**src/rtl/blink_pkg.sv**
```systemverilog
// Shared types and constants for the cursor-blink scheduler.
package blink_pkg;

  // Refresh FSM states
  typedef enum logic [1:0] {
    IDLE = 2'd0,
    RUN  = 2'd1,
    REQ  = 2'd2
  } state_t;

  // Blink masks driven to the per-character compare logic
  localparam logic [1:0] BLINK_ON  = 2'b11;
  localparam logic [1:0] BLINK_OFF = 2'b00;

  localparam int NUM_POS_DEF   = 32;
  localparam int AUTOOFF_TICKS = 16;

endpackage

```
**src/rtl/blink_prescaler.sv**
```systemverilog
// Half-period prescaler: counts 0..HALF_PERIOD-1 while run is high and
// emits a one-cycle tick on the wrap cycle. Held at zero when run is low
// or restart is high; a restart cycle never produces a tick.
module blink_prescaler #(
  parameter int HALF_PERIOD = 25_000_000
) (
  input  logic clk,
  input  logic rst_n,
  input  logic run,
  input  logic restart,
  output logic tick
);

  localparam int CNT_W = $clog2(HALF_PERIOD);
  localparam logic [CNT_W-1:0] LAST_CNT = CNT_W'(HALF_PERIOD - 1);

  logic [CNT_W-1:0] cnt_reg;

  assign tick = run && !restart && (cnt_reg == LAST_CNT);

  // Free-running half-period counter, cleared when stopped or restarted
  always_ff @(posedge clk or negedge rst_n) begin
    if (!rst_n) begin
      cnt_reg <= '0;
    end else if (!run || restart || (cnt_reg == LAST_CNT)) begin
      cnt_reg <= '0;
    end else begin
      cnt_reg <= cnt_reg + 1'b1;
    end
  end

endmodule

```
**src/rtl/blink_ctrl.sv**
```systemverilog
// Cursor-blink scheduler for the 16x2 LCD path. Owns cursor position and
// blink phase, and requests single-cell refreshes over a req/ack handshake.
// Optional build macro: BLINK_AUTOOFF_EN stops blinking (phase held ON)
// after AUTOOFF_TICKS ticks without a cursor move; any move re-arms it.
module blink_ctrl
  import blink_pkg::*;
#(
  parameter int HALF_PERIOD = 25_000_000,
  parameter int NUM_POS     = NUM_POS_DEF,
  parameter int POS_W       = 8
) (
  input  logic             clk,
  input  logic             rst_n,
  input  logic             en,
  input  logic             mv_left,
  input  logic             mv_right,
  output logic [POS_W-1:0] pos,
  output logic [1:0]       blink,
  output logic             upd_req,
  output logic [POS_W-1:0] upd_pos,
  input  logic             upd_ack
);

  localparam logic [POS_W-1:0] LAST_POS = POS_W'(NUM_POS - 1);

  state_t           state_reg, state_next;
  logic [POS_W-1:0] pos_reg, pos_next;
  logic [POS_W-1:0] upd_pos_reg, upd_pos_next;
  logic [1:0]       blink_reg, blink_next;
  logic             pend_reg, pend_next;

  logic mv;          // a real move: exactly one direction pulsed
  logic tick_raw;    // prescaler wrap
  logic tick;        // wrap that is allowed to toggle the phase
  logic final_tick;  // tick that ends blinking (auto-off only)
  logic evt;         // anything that needs a cell refresh

  assign mv  = mv_left ^ mv_right;
  assign evt = mv || tick;

  blink_prescaler #(
    .HALF_PERIOD(HALF_PERIOD)
  ) u_prescaler (
    .clk    (clk),
    .rst_n  (rst_n),
    .run    (en),
    .restart(mv),
    .tick   (tick_raw)
  );

`ifdef BLINK_AUTOOFF_EN
  localparam int IDLE_W = $clog2(AUTOOFF_TICKS);
  localparam logic [IDLE_W-1:0] LAST_IDLE = IDLE_W'(AUTOOFF_TICKS - 1);

  logic [IDLE_W-1:0] idle_cnt_reg, idle_cnt_next;
  logic              off_reg, off_next;

  assign tick       = tick_raw && !off_reg;
  assign final_tick = tick && (idle_cnt_reg == LAST_IDLE);

  // Count ticks since the last move; latch "off" on the last one
  always_comb begin
    idle_cnt_next = idle_cnt_reg;
    off_next      = off_reg;
    if (mv) begin
      idle_cnt_next = '0;
      off_next      = 1'b0;
    end else if (final_tick) begin
      idle_cnt_next = '0;
      off_next      = 1'b1;
    end else if (tick) begin
      idle_cnt_next = idle_cnt_reg + 1'b1;
    end
  end

  // Idle counter and auto-off flag registers
  always_ff @(posedge clk or negedge rst_n) begin
    if (!rst_n) begin
      idle_cnt_reg <= '0;
      off_reg      <= 1'b0;
    end else begin
      idle_cnt_reg <= idle_cnt_next;
      off_reg      <= off_next;
    end
  end
`else
  assign tick       = tick_raw;
  assign final_tick = 1'b0;
`endif

  // Next position/phase and refresh FSM transitions
  always_comb begin
    state_next   = state_reg;
    pos_next     = pos_reg;
    blink_next   = blink_reg;
    upd_pos_next = upd_pos_reg;
    pend_next    = pend_reg;

    if (mv) begin
      if (mv_right) begin
        pos_next = (pos_reg == LAST_POS) ? '0 : pos_reg + 1'b1;
      end else begin
        pos_next = (pos_reg == '0) ? LAST_POS : pos_reg - 1'b1;
      end
    end

    // A move beats a simultaneous tick: phase forced ON
    if (!en || mv || final_tick) begin
      blink_next = BLINK_ON;
    end else if (tick) begin
      blink_next = ~blink_reg;
    end

    case (state_reg)
      IDLE: begin
        if (en) state_next = RUN;
      end
      RUN: begin
        if (!en) begin
          state_next = IDLE;
        end else if (evt) begin
          // Old position: a move must clear the cell it left
          state_next   = REQ;
          upd_pos_next = pos_reg;
        end
      end
      REQ: begin
        if (upd_ack) begin
          pend_next = 1'b0;
          if (en && (pend_reg || evt)) begin
            // Coalesced follow-up refresh of wherever the cursor is now
            upd_pos_next = pos_next;
          end else begin
            state_next = en ? RUN : IDLE;
          end
        end else if (evt) begin
          pend_next = 1'b1;
        end
      end
      default: state_next = IDLE;
    endcase
  end

  // State and output registers
  always_ff @(posedge clk or negedge rst_n) begin
    if (!rst_n) begin
      state_reg   <= IDLE;
      pos_reg     <= '0;
      blink_reg   <= BLINK_ON;
      upd_pos_reg <= '0;
      pend_reg    <= 1'b0;
    end else begin
      state_reg   <= state_next;
      pos_reg     <= pos_next;
      blink_reg   <= blink_next;
      upd_pos_reg <= upd_pos_next;
      pend_reg    <= pend_next;
    end
  end

  assign pos     = pos_reg;
  assign blink   = blink_reg;
  assign upd_req = (state_reg == REQ);
  assign upd_pos = upd_pos_reg;

endmodule
```
**config.mk**
```make
export PLATFORM = sky130hd
export DESIGN_NAME = blink_ctrl
export DESIGN_NICKNAME = d
export VERILOG_FILES = /design/src/rtl/blink_pkg.sv /design/src/rtl/blink_prescaler.sv /design/src/rtl/blink_ctrl.sv
export SDC_FILE = /design/constraint.sdc
export NUM_CORES = 1
export LEC_CHECK = 0
export ABC_AREA = 1
export BUFFER_PORTS_ARGS = -buffer_cell sky130_fd_sc_hd__clkbuf_2
export CORE_MARGIN = 8
export CORE_UTILIZATION = 50
export DETAILED_ROUTE_END_ITERATION = 7
export PLACE_DENSITY_LB_ADDON = 0.05
export SYNTH_ARGS = -nofsm -noshare
export SYNTH_HDL_FRONTEND = slang
export SYNTH_SLANG_ARGS = --single-unit
```
**constraint.sdc**
```tcl
create_clock -name clk -period 1.95 [get_ports clk]
set_input_delay 0.195 -clock clk [delete_from_list [all_inputs] [get_ports clk]]
set_output_delay 0.195 -clock clk [all_outputs]
set_load 0.05 [all_outputs]
```
==> flow_summary_export.csv, run 1 <==
group,metric,value,unit
grt,groute.usage.overall,18.0,%
sta,grt_setup_unrepaired,"no",
power_and_ir_drop,total_leakage_power,0.00160,uW
sta,clock.fmax,556,MHz
run_status,outcome,"complete, no violations",
synthesis,number_of_instances_in_the_synthesized_netlist,421,
worst_setup_path,criticalPathCategory,"flip-flop to flip-flop",
sta,timing.clock.skew,0.00866,ns
sta,setup-violations-final,0,
grt,first_global_vias,2730,
floorplan,die_height,92.5,um
final_layout,final_layout_size_suffix_gt1_share,15.1,%
placement,io_buffers,24,
worst_setup_path,cp_data_required_time,2.15,ns
hold_path,holdCritStartpoint,"upd_ack",
sta,tns,0,ns
cts,number_of_clock_buffers_inserted_by_tritoncts,5,
floorplan,starting_density_of_the_core,50.6,%
synthesis,synth_top_flop_cell,"sky130_fd_sc_hd__dfrtp_1",
final_layout,seqCellArea,0.00115,mm^2
worst_setup_path,setup.worst_path.end_class,"flip-flop",
final_layout,largest_register_ffs,25,
floorplan,fp.coreArea,0.00578,mm^2
worst_setup_path,crit_fanout,10,
final_layout,design_area,0.00331,mm^2
synthesis,synth.most_common_cell,"sky130_fd_sc_hd__nand2_1",
grt,grt_first_pass_wirelength,12600,um
cts,cts_max_level,2,
grt,largest_net_degree_at_the_start_of_global_routing,47,
final_layout,layout-area-overhead-vs-synth,13.2,%
synthesis,avgSynthCellArea,6.95,um^2
worst_setup_path,crit_path_start,"pos[2]",
detailed_routing,totalWireLength,7350,um
synthesis,post_synth_most_frequent_cells,"sky130_fd_sc_hd__nand2_1, sky130_fd_sc_hd__nor2_1, sky130_fd_sc_hd__inv_1",
detailed_routing,ant_nets,0,
power_and_ir_drop,total_power,3820,uW
cts,ctsRootBufferMaster,"sky130_fd_sc_hd__clkbuf_8",
synthesis,synthesis.yosys.warnings,0,
sta,finalHoldViolCount,0,
synthesis,synth_seq_area_share,39.4,%
synthesis,synth_async_sr_flop_share,100,%
final_layout,insertedDiodeCount,0,
floorplan,die-width,92.5,um
detailed_routing,remaining_drc_errors,0,
sta,hold-worst-slack,0.215,ns
floorplan,design.portCount,25,
sta,worst_pin_slew,0.435,ns
grt,grt-ovfl-total,0,
placement,detailedPlacementHpwl,5710,um
synthesis,synth.lib_cells_used.distinct,33,
cts,clock_latency_at_the_later_pin_of_the_worst_skew_pair,0.30,ns
floorplan,area_of_the_die,0.00855,mm^2
final_layout,finish.utilization,57.3,%
detailed_routing,via_count,2758,
sta,report.final.slew_viol_count,0,
worst_setup_path,r2r_slack,0.15,ns
final_layout,fillerInstances,583,
sta,timing.max_slew.rel_slack,70.9,%
synthesis,synth_fp_nets,431,
sta,finalWorstPathRequiredPeriod,1.80,ns
sta,min_period_over_period,92.3,%
synthesis,synth_area,0.00293,mm^2
synthesis,netlist.top_cell.by_area,"sky130_fd_sc_hd__dfrtp_1",
synthesis,synthTopCellsByArea,"sky130_fd_sc_hd__dfrtp_1, sky130_fd_sc_hd__nand2_1, sky130_fd_sc_hd__nor2_1",
worst_setup_path,cp.arrival,2.00,ns
placement,detailed_place.area,0.00317,mm^2
worst_setup_path,r2r-start,"pos[2]",
detailed_routing,drtIter0Drc,80,
power_and_ir_drop,ir_worst_vdd,0.746,mV
synthesis,yosysTopAreaCellShare,37.6,%
detailed_routing,drt_pre_antenna_iters,4,
cts,tritoncts,"yes",
power_and_ir_drop,power.density_cell_area,1150,mW/mm^2
synthesis,synth_enable_flop_cells,0,
final_layout,finalNetCount,466,
placement,globalplace.congestion,0.877,
cts,clkSinkCount,46,
cts,cts.path.max_buffers,2,
grt,antenna_violations_before_repair,0,
detailed_routing,final_routed_wire_length_divided_by_cell_count,13.8,um
synthesis,postSynthRegisterBits,46,
detailed_routing,viasPerCell,5.18,
final_layout,area_used_by_multi_input_combinational_logic,0.00153,mm^2
floorplan,core.rowCount,28,
worst_setup_path,startpoint_type,"flip-flop",
cts,cts.clk_slew.worst_paths,0.10,ns
hold_path,min-delay-path-class,"input port to flip-flop",
job,drv_cap,0,
## stage by stage
stage               worst slack (ns)  cells
floorplan                     0.0511    421
global placement               0.162    522
detailed placement             0.157    522
CTS                            0.132    531
global route                 0.00188    532
finish                         0.151    532
## repair_timing
item,in CTS,in global routing
buffers inserted,0,1
resized for setup,0,2
setup endpoints to repair,0,14
endpoints found under the hold margin,44,0
hold buffers,1,0
## worst paths after layout
path                            depth (start not counted)                       to
worst max-delay path                                   11               upd_pos[5]
worst min-delay path                                    4             state_reg[1]
worst max register to register                         11               upd_pos[5]
worst min register to register                          2               upd_pos[4]
max in group asynchronous                               3                 blink[0]
min in group asynchronous                               3  u_prescaler.cnt_reg[20]
## where the power goes
part | leakage (uW) | switching, uW | internal [uW]
combinational | 0.000934 | 1280 | 467
sequential | 0.000609 | 211 | 1120
clock | 0.0000585 | 350 | 385
total | 0.00160 | 1850 | 1970
## per-layer routing
| metal | up-vias | global-route usage, % | part of all wire, % |
|---|---|---|---|
| met4 | 0 | 6.04 | 2.0 |
| met1 | 1270 | 21.6 | 44 |
| met3 | 15 | 3.32 | 3.5 |
| met5 | - | 0 | 0 |
| li1 | 1409 | - | - |
| met2 | 64 | 31.6 | 50 |
## critical path: stages (launching register included)
cell,delay (ns)
sky130_fd_sc_hd__dfrtp_1,0.59
sky130_fd_sc_hd__nand2_1,0.13
sky130_fd_sc_hd__nor2_1,0.30
sky130_fd_sc_hd__nand3_1,0.11
sky130_fd_sc_hd__nand2_1,0.07
sky130_fd_sc_hd__nand2_1,0.05
sky130_fd_sc_hd__nand2_1,0.05
sky130_fd_sc_hd__nand3_1,0.13
sky130_fd_sc_hd__nand2_1,0.09
sky130_fd_sc_hd__nand2_1,0.05
sky130_fd_sc_hd__nand3_1,0.09
sky130_fd_sc_hd__nand2_1,0.06
## kinds of logic after synthesis
kind of cell / after synthesis / share of synthesized area, %
AO/OA/AOI/OAI: 38 / 6.97
buffers and inverters: 59 / 8.60
AND/OR/NAND/NOR: 264 / 40.3
flip-flops: 46 / 39.4
adder cells (fa/ha/maj): 4 / 1.71
XOR/XNOR: 10 / 2.99
## layout by cell type, fill, tap and decap left out, types with 6 or more instances in the layout
| cell | n |
|---|---|
| sky130_fd_sc_hd__dfrtp_1 | 44 |
| sky130_fd_sc_hd__nor3_1 | 7 |
| sky130_fd_sc_hd__clkbuf_2 | 24 |
| sky130_fd_sc_hd__a21oi_1 | 13 |
| sky130_fd_sc_hd__xor2_1 | 9 |
| sky130_fd_sc_hd__buf_4 | 10 |
| sky130_fd_sc_hd__nand4_1 | 9 |
| sky130_fd_sc_hd__inv_1 | 47 |
| sky130_fd_sc_hd__nand3_1 | 39 |
| sky130_fd_sc_hd__nand2_1 | 129 |
| sky130_fd_sc_hd__nand2_2 | 6 |
| sky130_fd_sc_hd__nor2_1 | 55 |
| sky130_fd_sc_hd__o21ai_0 | 19 |
## final cells by class
| cell class | count | share of cell area (%) |
|---|---|---|
| Multi-Input combinational cell | 316 | 46.3 |
| Sequential cell | 46 | 34.8 |
| Timing Repair Buffer | 36 | 6.80 |
| Inverter | 51 | 5.82 |
| Tap cell | 75 | 2.83 |
| Clock buffer | 5 | 2.08 |
| Clock inverter | 3 | 1.32 |
(Power assumes the default switching activity.)
==> inputs of run 2 (changes only) <==
- CORE_MARGIN: 8 -> 2
==> run 2 against run 1 <==
Compared with the run above: via count is 0.62% lower; first-iteration DRC count rose by 78%; critical endpoint is now u_prescaler.cnt_reg[18]; power decreased by 4.6%.
==> flow_summary_export.csv, run 2 (synthesis gave the netlist of run 1 again) <==
group,metric,value,unit
run_status,outcome,"complete, no violations",
floorplan,starting_density_of_the_core,52.5,%
worst_setup_path,critical_path.max_stage_delay,0.41,ns
cts,tritoncts,"yes",
sta,clock.fmax,559,MHz
floorplan,core.rowCount,27,
grt,grt-busiest-layer,"met2",
final_layout,insertedDiodeCount,0,
sta,grt_setup_unrepaired,"no",
placement,io_buffers,24,
sta,worst_pin_slew,0.580,ns
worst_setup_path,critical-path-top-cell-by-count,"sky130_fd_sc_hd__nand2_1",
worst_setup_path,cp_data_required_time,2.19,ns
sta,hold-worst-slack,0.220,ns
detailed_routing,final_routed_wire_length_divided_by_cell_count,13.1,um
final_layout,finish.utilization,59.0,%
hold_path,min-delay-path-class,"input port to flip-flop",
detailed_routing,viasPerCell,5.15,
worst_setup_path,startpoint_type,"flip-flop",
grt,grt_first_pass_wirelength,11800,um
final_layout,commonest_non_fill_non_tap_cells_in_the_layout,"sky130_fd_sc_hd__nand2_1, sky130_fd_sc_hd__nor2_1, sky130_fd_sc_hd__inv_1",
worst_setup_path,cp.arrival,2.02,ns
final_layout,final_layout_size_suffix_gt1_share,16.3,%
sta,report.final.slew_viol_count,0,
detailed_routing,drtIter0Drc,142,
cts,ctsRootBufferMaster,"sky130_fd_sc_hd__clkbuf_8",
worst_setup_path,setup.worst_path.end_class,"flip-flop",
cts,clock_latency_at_the_later_pin_of_the_worst_skew_pair,0.30,ns
job,drv_cap,0,
placement,worst_setup_slack_post_dpl,0.105,ns
sta,finalWorstPathRequiredPeriod,1.79,ns
grt,gr-usage-met1,28.6,%
final_layout,finalNetCount,469,
floorplan,die_height,80.5,um
detailed_routing,ant_nets,0,
sta,timing.max_slew.rel_slack,61.3,%
placement,detailedPlacementHpwl,5300,um
grt,groute.usage.overall,23.8,%
placement,globalplace.congestion,0.916,
floorplan,fp.coreArea,0.00557,mm^2
power_and_ir_drop,power.density_cell_area,1110,mW/mm^2
final_layout,non_filler_instance_count_after_layout,532,
final_layout,mostFrequentLayoutCell,"sky130_fd_sc_hd__nand2_1",
grt,use_met3,4.04,%
grt,global_route.usage.met2,42.1,%
cts,number_of_clock_buffers_inserted_by_tritoncts,5,
cts,cts.path.max_buffers,2,
detailed_routing,totalWireLength,6990,um
cts,clkSinkCount,46,
grt,first_global_vias,2635,
sta,min_period_over_period,91.7,%
floorplan,die-width,80.5,um
grt,largest_net_degree_at_the_start_of_global_routing,47,
sta,fin_ws,0.163,ns
floorplan,design.portCount,25,
sta,tns,0,ns
power_and_ir_drop,total_leakage_power,0.00159,uW
cts,cts_max_level,2,
worst_setup_path,critPathSlowestCell,"sky130_fd_sc_hd__dfrtp_1",
worst_setup_path,crit_chain,"ha_2, nand2_2, nor2_4, nand2_1, inv_1, nand2_1, nor3_1, a31oi_1, nor2_1",
final_layout,largest_register_ffs,25,
sta,timing.clock.skew,0.0143,ns
sta,setup-violations-final,0,
worst_setup_path,worst-path-buf-inv,1,
worst_setup_path,crit_fanout,5,
grt,antenna_violations_before_repair,0,
floorplan,area_of_the_die,0.00648,mm^2
power_and_ir_drop,ir_worst_vdd,0.838,mV
worst_setup_path,path_delay_family,"simple AND/OR/NAND/NOR gates",
cts,cts.clk_slew.worst_paths,0.09,ns
detailed_routing,drt_pre_antenna_iters,5,
worst_setup_path,criticalPathCategory,"flip-flop to flip-flop",
detailed_routing,remaining_drc_errors,0,
placement,cell_total_after_placement,519,
grt,grt-ovfl-total,0,
detailed_routing,via_count,2741,
final_layout,layout-area-overhead-vs-synth,12.5,%
sta,finalHoldViolCount,0,
==> run 2: power breakdown <==
part	leakage, uW	internal, uW	switching, uW	total, uW
registers	0.000608	1120	231	1350
logic	0.000942	458	1240	1700
clock network	0.0000452	254	334	587
total	0.00159	1830	1810	3640
==> run 2: per-layer routing <==
| metal | vias to the layer above | routed length, um |
|---|---|---|
| met5 | - | 0 |
| met4 | 0 | 180 |
| met3 | 13 | 244 |
| met2 | 68 | 3500 |
| met1 | 1240 | 3060 |
| li1 | 1420 | - |
==> run 2: worst register-to-register path, delay by kind of cell, from the launching register on <==
kind	cells	cell delay [ns]
DFF	1	0.41
buffers and inverters	1	0.10
AOI/OAI and AO/OA	1	0.15
adders and majority gates	1	0.21
and+or+nand+nor	6	0.85
==> run 2: area by class of cell <==
cell class / count / area [um^2]
repair buffers: 38 / 228
clock inverters: 2 / 13.8
fillers: 532 / 2280
flip-flops and latches: 46 / 1150
clock buffers: 6 / 72.6
multi-input cells: 317 / 1540
inverters: 51 / 193
well taps: 72 / 90.1
==> run 2: worst paths after layout <==
| kind | from | end | slack (ns) | cells after the start |
|---|---|---|---|---|
| max | u_prescaler.cnt_reg[0] | u_prescaler.cnt_reg[18] | 0.16 | 9 |
| min | upd_ack | state_reg[1] | 0.22 | 4 |
| max reg2reg | u_prescaler.cnt_reg[0] | u_prescaler.cnt_reg[18] | 0.16 | 9 |
| min reg2reg | upd_pos[2] | upd_pos[2] | 0.48 | 2 |
| max in group asynchronous | rst_n | pos[1] | 1.03 | 3 |
| min in group asynchronous | rst_n | u_prescaler.cnt_reg[11] | 0.50 | 3 |
==> run 2: repair_timing <==
item	4_1_cts	5_1_grt
setup endpoints to repair	0	9
gates resized for setup	0	5
buffers inserted	0	3
hold buffers	1	0
hold endpoints to repair	36	0
==> run 2: through the flow <==
step,instance area (um^2),power (uW)
6_report,3290,3640
3_3_place_gp,3150,3050
5_1_grt,3290,3920
4_1_cts,3250,3650
3_5_place_dp,3150,3060
2_1_floorplan,2930,2640
==> inputs of run 3 (changes only) <==
- CELL_PAD_IN_SITES_DETAIL_PLACEMENT: unset -> 0
- CELL_PAD_IN_SITES_GLOBAL_PLACEMENT: unset -> 1
- CORE_UTILIZATION: 50 -> 43
==> run 3 against run 2 <==
Compared with the run above: sequential share of layout area fell by 0.34 points; first-iteration DRC count is 45% lower; worst hold slack got worse by 0.0018 ns; utilization fell by 9.3 points; highest routed layer unchanged; power up 3.2%; largest power group unchanged; non-clock buffer count shrank 2; maximum frequency up 1.0%.
==> flow_summary_export.csv, run 3 (synthesis gave the netlist of run 1 again) <==
group,metric,value,unit
run_status,outcome,"complete, no violations",
cts,clock_latency_at_the_later_pin_of_the_worst_skew_pair,0.30,ns
worst_setup_path,criticalPathCategory,"flip-flop to flip-flop",
floorplan,die_height,86.5,um
sta,finalWorstPathRequiredPeriod,1.77,ns
final_layout,commonest_non_fill_non_tap_cells_in_the_layout,"sky130_fd_sc_hd__nand2_1, sky130_fd_sc_hd__nor2_1, sky130_fd_sc_hd__inv_1",
sta,clock.fmax,565,MHz
floorplan,design.portCount,25,
cts,cts_max_level,2,
sta,timing.clock.skew,0.0108,ns
detailed_routing,viasPerCell,5.07,
placement,worst_setup_slack_post_dpl,0.109,ns
detailed_routing,ant_nets,0,
cts,ctsRootBufferMaster,"sky130_fd_sc_hd__clkbuf_8",
detailed_routing,totalWireLength,7380,um
floorplan,starting_density_of_the_core,43.8,%
worst_setup_path,cp.arrival,1.98,ns
detailed_routing,drtIter0Drc,78,
sta,min_period_over_period,90.7,%
sta,tns,0,ns
placement,io_buffers,24,
detailed_routing,via_count,2720,
sta,report.final.slew_viol_count,0,
sta,timing.max_slew.rel_slack,58.7,%
final_layout,finalNetCount,466,
grt,use_met3,3.14,%
placement,detailed_place.area,0.00317,mm^2
grt,global_route.usage.met2,38.6,%
detailed_routing,final_routed_wire_length_divided_by_cell_count,13.7,um
floorplan,core.rowCount,30,
grt,gr-usage-met1,25.4,%
grt,grt-busiest-layer,"met2",
detailed_routing,drt_pre_antenna_iters,5,
sta,worst_pin_slew,0.619,ns
power_and_ir_drop,ir_worst_vdd,0.772,mV
sta,grt_setup_unrepaired,"no",
worst_setup_path,setup.worst_path.end_class,"flip-flop",
cts,cts.clk_slew.worst_paths,0.10,ns
power_and_ir_drop,total_leakage_power,0.00160,uW
final_layout,final_layout_size_suffix_gt1_share,16.2,%
floorplan,die-width,86.5,um
grt,grt-ovfl-total,0,
sta,fin_ws,0.181,ns
sta,finalHoldViolCount,0,
final_layout,non_filler_instance_count_after_layout,537,
floorplan,area_of_the_die,0.00748,mm^2
final_layout,area_used_by_multi_input_combinational_logic,0.00154,mm^2
cts,tritoncts,"yes",
final_layout,design_area,0.00332,mm^2
final_layout,seqCellArea,0.00115,mm^2
grt,first_global_vias,2717,
grt,groute.usage.overall,21.4,%
grt,grt_first_pass_wirelength,12600,um
sta,setup-violations-final,0,
cts,cts.path.max_buffers,2,
grt,largest_net_degree_at_the_start_of_global_routing,26,
worst_setup_path,crit_fanout,9,
final_layout,insertedDiodeCount,0,
worst_setup_path,cp_data_required_time,2.16,ns
final_layout,largest_register_ffs,25,
job,drv_cap,0,
final_layout,fillerInstances,698,
grt,antenna_violations_before_repair,0,
hold_path,min-delay-path-class,"input port to flip-flop",
placement,globalplace.congestion,0.893,
cts,clkSinkCount,46,
floorplan,fp.coreArea,0.00668,mm^2
detailed_routing,remaining_drc_errors,0,
cts,number_of_clock_buffers_inserted_by_tritoncts,5,
power_and_ir_drop,power.density_cell_area,1130,mW/mm^2
placement,cell_total_after_placement,527,
final_layout,mostFrequentLayoutCell,"sky130_fd_sc_hd__nand2_1",
final_layout,layout-area-overhead-vs-synth,13.6,%
worst_setup_path,startpoint_type,"flip-flop",
placement,detailedPlacementHpwl,5710,um
## run 3: power by group
| group | switching [uW] | internal, uW |
|---|---|---|
| logic | 1210 | 452 |
| registers | 236 | 1120 |
| clock network | 353 | 385 |
## run 3: final timing paths
| path | slack, ns | depth (start not counted) | endpoint | startpoint |
|---|---|---|---|---|
| max in group asynchronous | 0.96 | 3 | pos[2] | rst_n |
| min in group asynchronous | 0.43 | 2 | u_prescaler.cnt_reg[16] | rst_n |
| min reg2reg | 0.48 | 2 | upd_pos[3] | upd_pos[3] |
| min | 0.22 | 4 | state_reg[1] | upd_ack |
| max | 0.18 | 12 | upd_pos[7] | u_prescaler.cnt_reg[0] |
| max reg2reg | 0.18 | 12 | upd_pos[7] | u_prescaler.cnt_reg[0] |
## run 3: critical path, cell delays in order, from the launching register on
cell and delay, ns:
sky130_fd_sc_hd__dfrtp_1 0.40, sky130_fd_sc_hd__ha_2 0.21, sky130_fd_sc_hd__nand2_2 0.09, sky130_fd_sc_hd__nor2_4 0.13
sky130_fd_sc_hd__nand3_1 0.09, sky130_fd_sc_hd__nor2_2 0.14, sky130_fd_sc_hd__nand3_2 0.10, sky130_fd_sc_hd__nand3_2 0.11
sky130_fd_sc_hd__nand2_2 0.08, sky130_fd_sc_hd__nand2_4 0.11, sky130_fd_sc_hd__nand2_4 0.09, sky130_fd_sc_hd__nand2_1 0.06
sky130_fd_sc_hd__nand2_1 0.04
## run 3: per-layer routing
layer  vias up  part of all wire, %  wire [um]
met2        43                   51       3760
met5         -                    0          0
li1       1412                    -          -
met4         0                  2.6        189
met1      1248                   45       3290
met3        17                  2.0        146
## run 3: layout make-up
cell class,count,share of cell area [%]
clock buffer,5,2.07
inverter,51,5.80
clock inverter,3,1.32
tap,80,3.01
sequential,46,34.8
multi-input combinational,316,46.3
timing repair buffer,36,6.78
## run 3: repair_timing
| item | 4_1_cts | 5_1_grt |
|---|---|---|
| buffers inserted | 0 | 1 |
| hold buffers | 1 | 0 |
| hold endpoints to repair | 19 | 0 |
| setup endpoints to repair | 0 | 15 |
| gates resized for setup | 0 | 6 |
## run 3: through the flow
stage | total power [uW] | hold WS [ns] | util, %
2_1_floorplan | 2640 | -0.101 | -
3_3_place_gp | 3040 | 0.236 | 47.5
3_5_place_dp | 3050 | 0.232 | 47.5
4_1_cts | 3800 | 0.211 | 49.3
5_1_grt | 4040 | 0.231 | 49.7
6_report | 3760 | 0.218 | 49.7
